[config.mk]
export PLATFORM = sky130hd
export DESIGN_NAME = cnn_argmax_classifier
export DESIGN_NICKNAME = d
export VERILOG_FILES = /design/src/rtl/cnn_argmax_classifier.sv
export SDC_FILE = /design/constraint.sdc
export NUM_CORES = 2
export LEC_CHECK = 0
export BUFFER_PORTS_ARGS = -buffer_cell sky130_fd_sc_hd__buf_4
export CORE_AREA = 2 2 572 574
export CTS_BUF_LIST = sky130_fd_sc_hd__clkbuf_4 sky130_fd_sc_hd__clkbuf_8
export CTS_CLUSTER_SIZE = 20
export DETAILED_ROUTE_END_ITERATION = 10
export DIE_AREA = 0 0 574 576
export SLEW_MARGIN = 10
export SYNTH_ARGS = -nofsm -noshare
export SYNTH_HDL_FRONTEND = slang
export SYNTH_SLANG_ARGS = --single-unit
export TNS_END_PERCENT = 5
[constraint.sdc]
create_clock -name clk -period 8.75 [get_ports clk]
set_input_delay 0.4375 -clock clk [delete_from_list [all_inputs] [get_ports clk]]
set_output_delay 0.4375 -clock clk [all_outputs]
set_load 0.01 [all_outputs]
[src/rtl/cnn_argmax_classifier.sv]
// Argmax classifier: captures a packed score vector, scans one class per cycle and
// reports winning index, winning score, top-1/top-2 margin and a confidence flag.
module cnn_argmax_classifier #(
    parameter int NUM_CLASSES = 10,
    parameter int SCORE_W     = 113,
    parameter int IDX_W       = 4,
    parameter int SIGNED      = 1
) (
    input  logic                           clk,
    input  logic                           rst,
    input  logic                           enable,
    input  logic [NUM_CLASSES*SCORE_W-1:0] scores,
    input  logic [SCORE_W:0]               margin_thresh,
    output logic                           busy,
    output logic                           done,
    output logic [IDX_W-1:0]               result,
    output logic [SCORE_W-1:0]             max_score,
    output logic [SCORE_W:0]               margin,
    output logic                           confident,
    output logic [1:0]                     dbg_state
);

    // Handshake: enable is a start strobe accepted only in IDLE (no backpressure);
    // done is a one-cycle strobe, and the result outputs hold until the next done.

    typedef enum logic [1:0] {
        S_IDLE = 2'd0,
        S_SCAN = 2'd1,
        S_DONE = 2'd2
    } state_t;

    localparam logic [IDX_W-1:0]   LAST_IDX  = IDX_W'(NUM_CLASSES - 1);
    localparam logic [SCORE_W-1:0] MIN_SCORE = (SIGNED != 0) ? {1'b1, {(SCORE_W-1){1'b0}}}
                                                             : {SCORE_W{1'b0}};

    state_t state;
    state_t state_nxt;

    logic [NUM_CLASSES*SCORE_W-1:0] score_q;
    logic [SCORE_W:0]               thresh_q;
    logic [SCORE_W-1:0]             best;
    logic [SCORE_W-1:0]             second;
    logic [IDX_W-1:0]               best_idx;
    logic [IDX_W-1:0]               idx;

    logic                           at_last;
    logic [SCORE_W-1:0]             cur_score;
    logic [SCORE_W:0]               margin_c;
    logic                           start;
    logic                           scan_step;
    logic                           finish;

    function automatic logic gt(input logic [SCORE_W-1:0] a, input logic [SCORE_W-1:0] b);
        if (SIGNED != 0) begin
            return $signed(a) > $signed(b);
        end
        return a > b;
    endfunction

    // One extra bit keeps best - second exact for the full signed range.
    function automatic logic [SCORE_W:0] ext(input logic [SCORE_W-1:0] a);
        return {((SIGNED != 0) ? a[SCORE_W-1] : 1'b0), a};
    endfunction

    assign at_last = (idx == LAST_IDX);

    always_comb begin
        cur_score = '0;
        for (int k = 0; k < NUM_CLASSES; k++) begin
            if (idx == IDX_W'(k)) begin
                cur_score = score_q[k*SCORE_W +: SCORE_W];
            end
        end
    end

    assign margin_c = ext(best) - ext(second);

    always_ff @(posedge clk) begin
        if (!rst) begin
            state <= S_IDLE;
        end else begin
            state <= state_nxt;
        end
    end

    always_comb begin
        state_nxt = state;
        case (state)
            S_IDLE:  if (enable) state_nxt = S_SCAN;
            S_SCAN:  if (at_last) state_nxt = S_DONE;
            S_DONE:  state_nxt = S_IDLE;
            default: state_nxt = S_IDLE;
        endcase
    end

    always_comb begin
        start     = (state == S_IDLE) && enable;
        scan_step = (state == S_SCAN);
        finish    = (state == S_DONE);
        busy      = (state == S_SCAN) || (state == S_DONE);
        dbg_state = state;
    end

    always_ff @(posedge clk) begin
        if (!rst) begin
            score_q  <= '0;
            thresh_q <= '0;
            best     <= '0;
            second   <= '0;
            best_idx <= '0;
            idx      <= '0;
        end else if (start) begin
            score_q  <= scores;
            thresh_q <= margin_thresh;
            best     <= scores[SCORE_W-1:0];
            second   <= MIN_SCORE;
            best_idx <= '0;
            idx      <= IDX_W'(1);
        end else if (scan_step) begin
            // Strict compares: the lowest index keeps a tie and the equal score drops to second.
            if (gt(cur_score, best)) begin
                second   <= best;
                best     <= cur_score;
                best_idx <= idx;
            end else if (gt(cur_score, second)) begin
                second <= cur_score;
            end
            idx <= idx + IDX_W'(1);
        end
    end

    always_ff @(posedge clk) begin
        if (!rst) begin
            done      <= 1'b0;
            result    <= '0;
            max_score <= '0;
            margin    <= '0;
            confident <= 1'b0;
        end else if (finish) begin
            done      <= 1'b1;
            result    <= best_idx;
            max_score <= best;
            margin    <= margin_c;
            confident <= (margin_c > thresh_q);
        end else begin
            done <= 1'b0;
        end
    end

endmodule
==> impl_results.md <==
* Via count at 97488
* Worst Hold Launch: scores[362]
* Syn Nets at 12701
* Die area at roughly 330000 µm²
* Pre-antenna DRT Iters at 11
* Netlist Area Pre-Place at around 84000 µm²
* WP data arrival at 9.53 ns
* CP startpoint kind: register
* DRC at 5
* Die width at 574 µm
* Setup crit end kind: register
* Final Net Count at 15130
* Flops & latches, synth at 1713
* Reg area at 34300 µm²
* R2R cell count at 20
* Final min period at 8.64 ns
* Clock Latency Late Sink at 1.07 ns
* Main combinational cell family by area after synthesis: compound AO/OA/AOI/OAI gates
* Leakage power at 48.0 nW
* Synth Area in Compound Gates at between 20 and 25%
* Setup tns final at 0 ns
* Worst r2r src: idx[2]
* Final hold violation count at 0
* EDFF count, synth at 0
* CP cell instances: nor2b_1 -> and2_4 -> a22oi_1 -> o211ai_1 -> o211ai_1 -> a21oi_1 -> a221o_1 -> ha_1 -> nor2b_1 -> o21ai_0 -> a211o_1 -> a31oi_1 -> nor4bb_1 -> o221ai_1 -> a221oi_2 -> mux2i_4 -> buf_4 -> nand2_2 -> buf_12 -> a311oi_1
* Mux contribution to synthesized area at about 2.3%
* DRT iter0 DRCs at 12239
* Setup repair bufs after CTS at 0
* Core ar. at 325000 µm²
* Fillcell total at 33988
* Met2 WL post-DR at 212 mm
* Failing checks: DRC, capacitance limit, slew limit
* First-pass GRT wire length at approximately 710 mm
* Max Slew Vio Count at 2
* Post-DR vias/cell at 5.36
* Critical path type: register to register
* Crit-path slowest cell: a21oi_1
* GRT Total Usage at 30.0%
* Area growth syn-to-layout at 42.4%
* Total grt overflow at 0
* DR top layer: met5
* Clk_skew at 0.0780 ns
* Mean Syn Cell Area at around 7.7 µm²
* End of the worst register-to-register path: second[27]
* Synth Area in Adders at 6.87%
* CP max stage delay at about 0.86 ns
* Root Buffer: clkbuf_8
* Number of max-cap violations at 1
* Vias in the first global route at between 90000 and 100k
* RSZ-0062 raised after global routing: no
* Routed length per instance at 28.9 µm
* Slew margin rel. at -0.975%
* Routed wl met3 at around 54 mm
* DP HPWL at between 400 and 500 mm
* Layout cells sized above 1 at 17.7%
* Worst-Margin Slew at 1.50 ns
* Hold depth at 4
* Synth area leader: dfxtp_1
* Fmax at about 120 MHz
* Antenna viol nets, final at 0
* Cell Rows at 210
* Initial antenna violation count at about 280
* Largest net degree at the start of global routing at 227
* Critical path peak fanout at 89
* Worst-path clk slew at 0.06 ns
* Pwr dens at 251 nW/µm²
* RePlAce Congestion at ~1
* Simple-Gate Fraction of Synth Area at 20.4%
* Chip Height at 576 µm
* H-tree depth at 5
* Hold Slack at 0.172 ns
* Yosys cell types at 81
* Outcome: finished, violations left
* Synth area leaders: dfxtp_1 41%, nand2_1 13%, a21oi_1 9.5%
* Async set-reset flop share out of synthesis at 0%
* IO Port Bufs at between 1000 and 1500
* Tcrit/Tclk final at approximately 99%
* CTS buffer count at 338
* Sink Count at 1713
* Multi-input combinational cell area at 45400 µm²
* I/O pin count at 1483
* Cells after Synth at 10992
* TritonCTS clock tree: yes
* Seq/Total Area, Yosys at 40.7%
* Hold Crit Class: input port to register
* Synthesis warning total at 0
* WL final at 525 mm
* Maximum vdd drop at between 0.15 and 0.2 mV
* R2r setup slk at 0.11 ns
* Xor/xnor share of the synthesized area at 1.13%
* CTS Buffer Depth at 4
* Initial Util at between 20% and 30%
* Met1 wire length at 228 mm
* Hold-critical path endpoint: score_q[362]
* # setup viols final at 0
* Top-area cell type share of the netlist area at 40.7%
* Ys flop type: dfxtp_1
* Critical Path RT at 9.64 ns
-- cell families (layout without fill, tap and decap cells) --
| logic type | after synthesis | after routing |
|---|---|---|
| simple gates | 4204 | 4204 |
| compound gates | 3055 | 3055 |
| flops | 1713 | 1713 |
| buf+inv | 1259 | 3931 |
| fa+ha+maj | 462 | 462 |
| mux | 190 | 190 |
| xor+xnor | 109 | 109 |
| other cells | 0 | 194 |
-- worst max-delay path, delay by kind of cell, from the launching register on --
family                   cells  cell delay [ns]
multiplexers                 1             0.35
adder cells (fa/ha/maj)      1             0.35
AND/OR/NAND/NOR              5             2.10
buffers and inverters        2             0.59
AO/OA/AOI/OAI               11             4.32
flip-flops                   1             0.56
-- cell usage after synthesis (22+ instances only) --
master and count:
a211oi_1 24, a21o_1 123, a21oi_1 1608, a221o_1 75, a221oi_1 194, a222oi_1 86, a22oi_1 24, a311oi_1 89
a31oi_1 116, buf_1 43, buf_2 37, clkbuf_1 777, dfxtp_1 1713, ha_1 461, inv_1 393, mux2i_1 188
nand2_1 2965, nand3_1 182, nand4_1 136, nor2_1 488, nor2b_1 36, nor3_1 254, nor4_1 23, o211ai_1 168
o21a_1 22, o21ai_0 263, o21bai_1 40, o221a_2 87, o32ai_1 25, or3_1 25, xnor2_1 76, xor2_1 33
-- report_power, final --
part           total, mW  internal (mW)  switching [mW]  leakage (nW)
registers           9.07           8.45           0.617          14.0
clock network       8.81           4.84            3.97          3.78
logic               12.3           4.25            8.04          30.2
-- per-stage QoR --
step / power (mW) / std cells / cell area [µm²] / setup slack, ns / utilization [%]
after floorplan: 15.9 / 10992 / 84300 / 3.29 / -
after global placement: 20.5 / 16150 / 99700 / 0.395 / 30.6
after detailed placement: 20.6 / 16151 / 99700 / 0.420 / 30.6
after CTS: 29.9 / 18010 / 120000 / 0.296 / 36.7
after global routing: 31.5 / 18125 / 120000 / 0.113 / 36.8
final: 30.2 / 18204 / 120000 / 0.106 / 36.9
-- metal layers --
layer  track usage (%)  up-vias
met3              7.19     1291
met1              41.5    46929
met2              42.7     5651
li1                  -    43563
met5                 0        -
met4              15.7       54
-- how the worst max path moves through the flow --
stage	start	end	slack, ns	cells after the start
2_1_floorplan	idx[1]	second[42]	3.29	24
3_3_place_gp	idx[2]	second[14]	0.40	19
3_5_place_dp	idx[2]	second[27]	0.42	20
4_1_cts	idx[2]	second[27]	0.30	20
5_1_grt	idx[2]	second[12]	0.11	19
6_report	idx[2]	second[27]	0.11	20
-- cells in the final DEF (no fill, tap or decap), drive strengths merged, types with 76 or more instances in the layout --
cell type	instances
diode	194
a21o	123
nand4	136
xnor2	76
o21ai	273
dfxtp	1713
o211ai	168
clkbuf	515
buf	1678
a221oi	195
nand3	182
a31oi	117
a311oi	89
a222oi	86
dlygate4sd3	1276
ha	461
a21oi	1609
nand2	2965
nor2	488
o221a	87
nor3	254
inv	410
mux2i	188
-- area by class of cell --
class	count	share of cell area, %
multi-input cells	8020	37.8
flip-flops and latches	1713	28.6
repair buffers	2954	21.5
clock buffers	515	5.40
well taps	4346	4.53
inverters	394	1.24
clock inverters	68	0.483
diodes	194	0.405
-- repair_timing --
| action | CTS | global route |
|---|---|---|
| setup endpoints to repair | 0 | 3 |
| hold buffers | 1276 | 0 |
| resized for setup | 0 | 1 |
| endpoints found under the hold margin | 1367 | 0 |
-- flip-flops by register name (all words and copies together) (netlist names) --
name,count
best_idx,4
confident,1
dbg_state,2
margin,114
max_score,113
second,113
thresh_q,114
idx,4
best,113
done,1
score_q,1130
result,4
No activity file was read; power rests on OpenSTA's default activity.
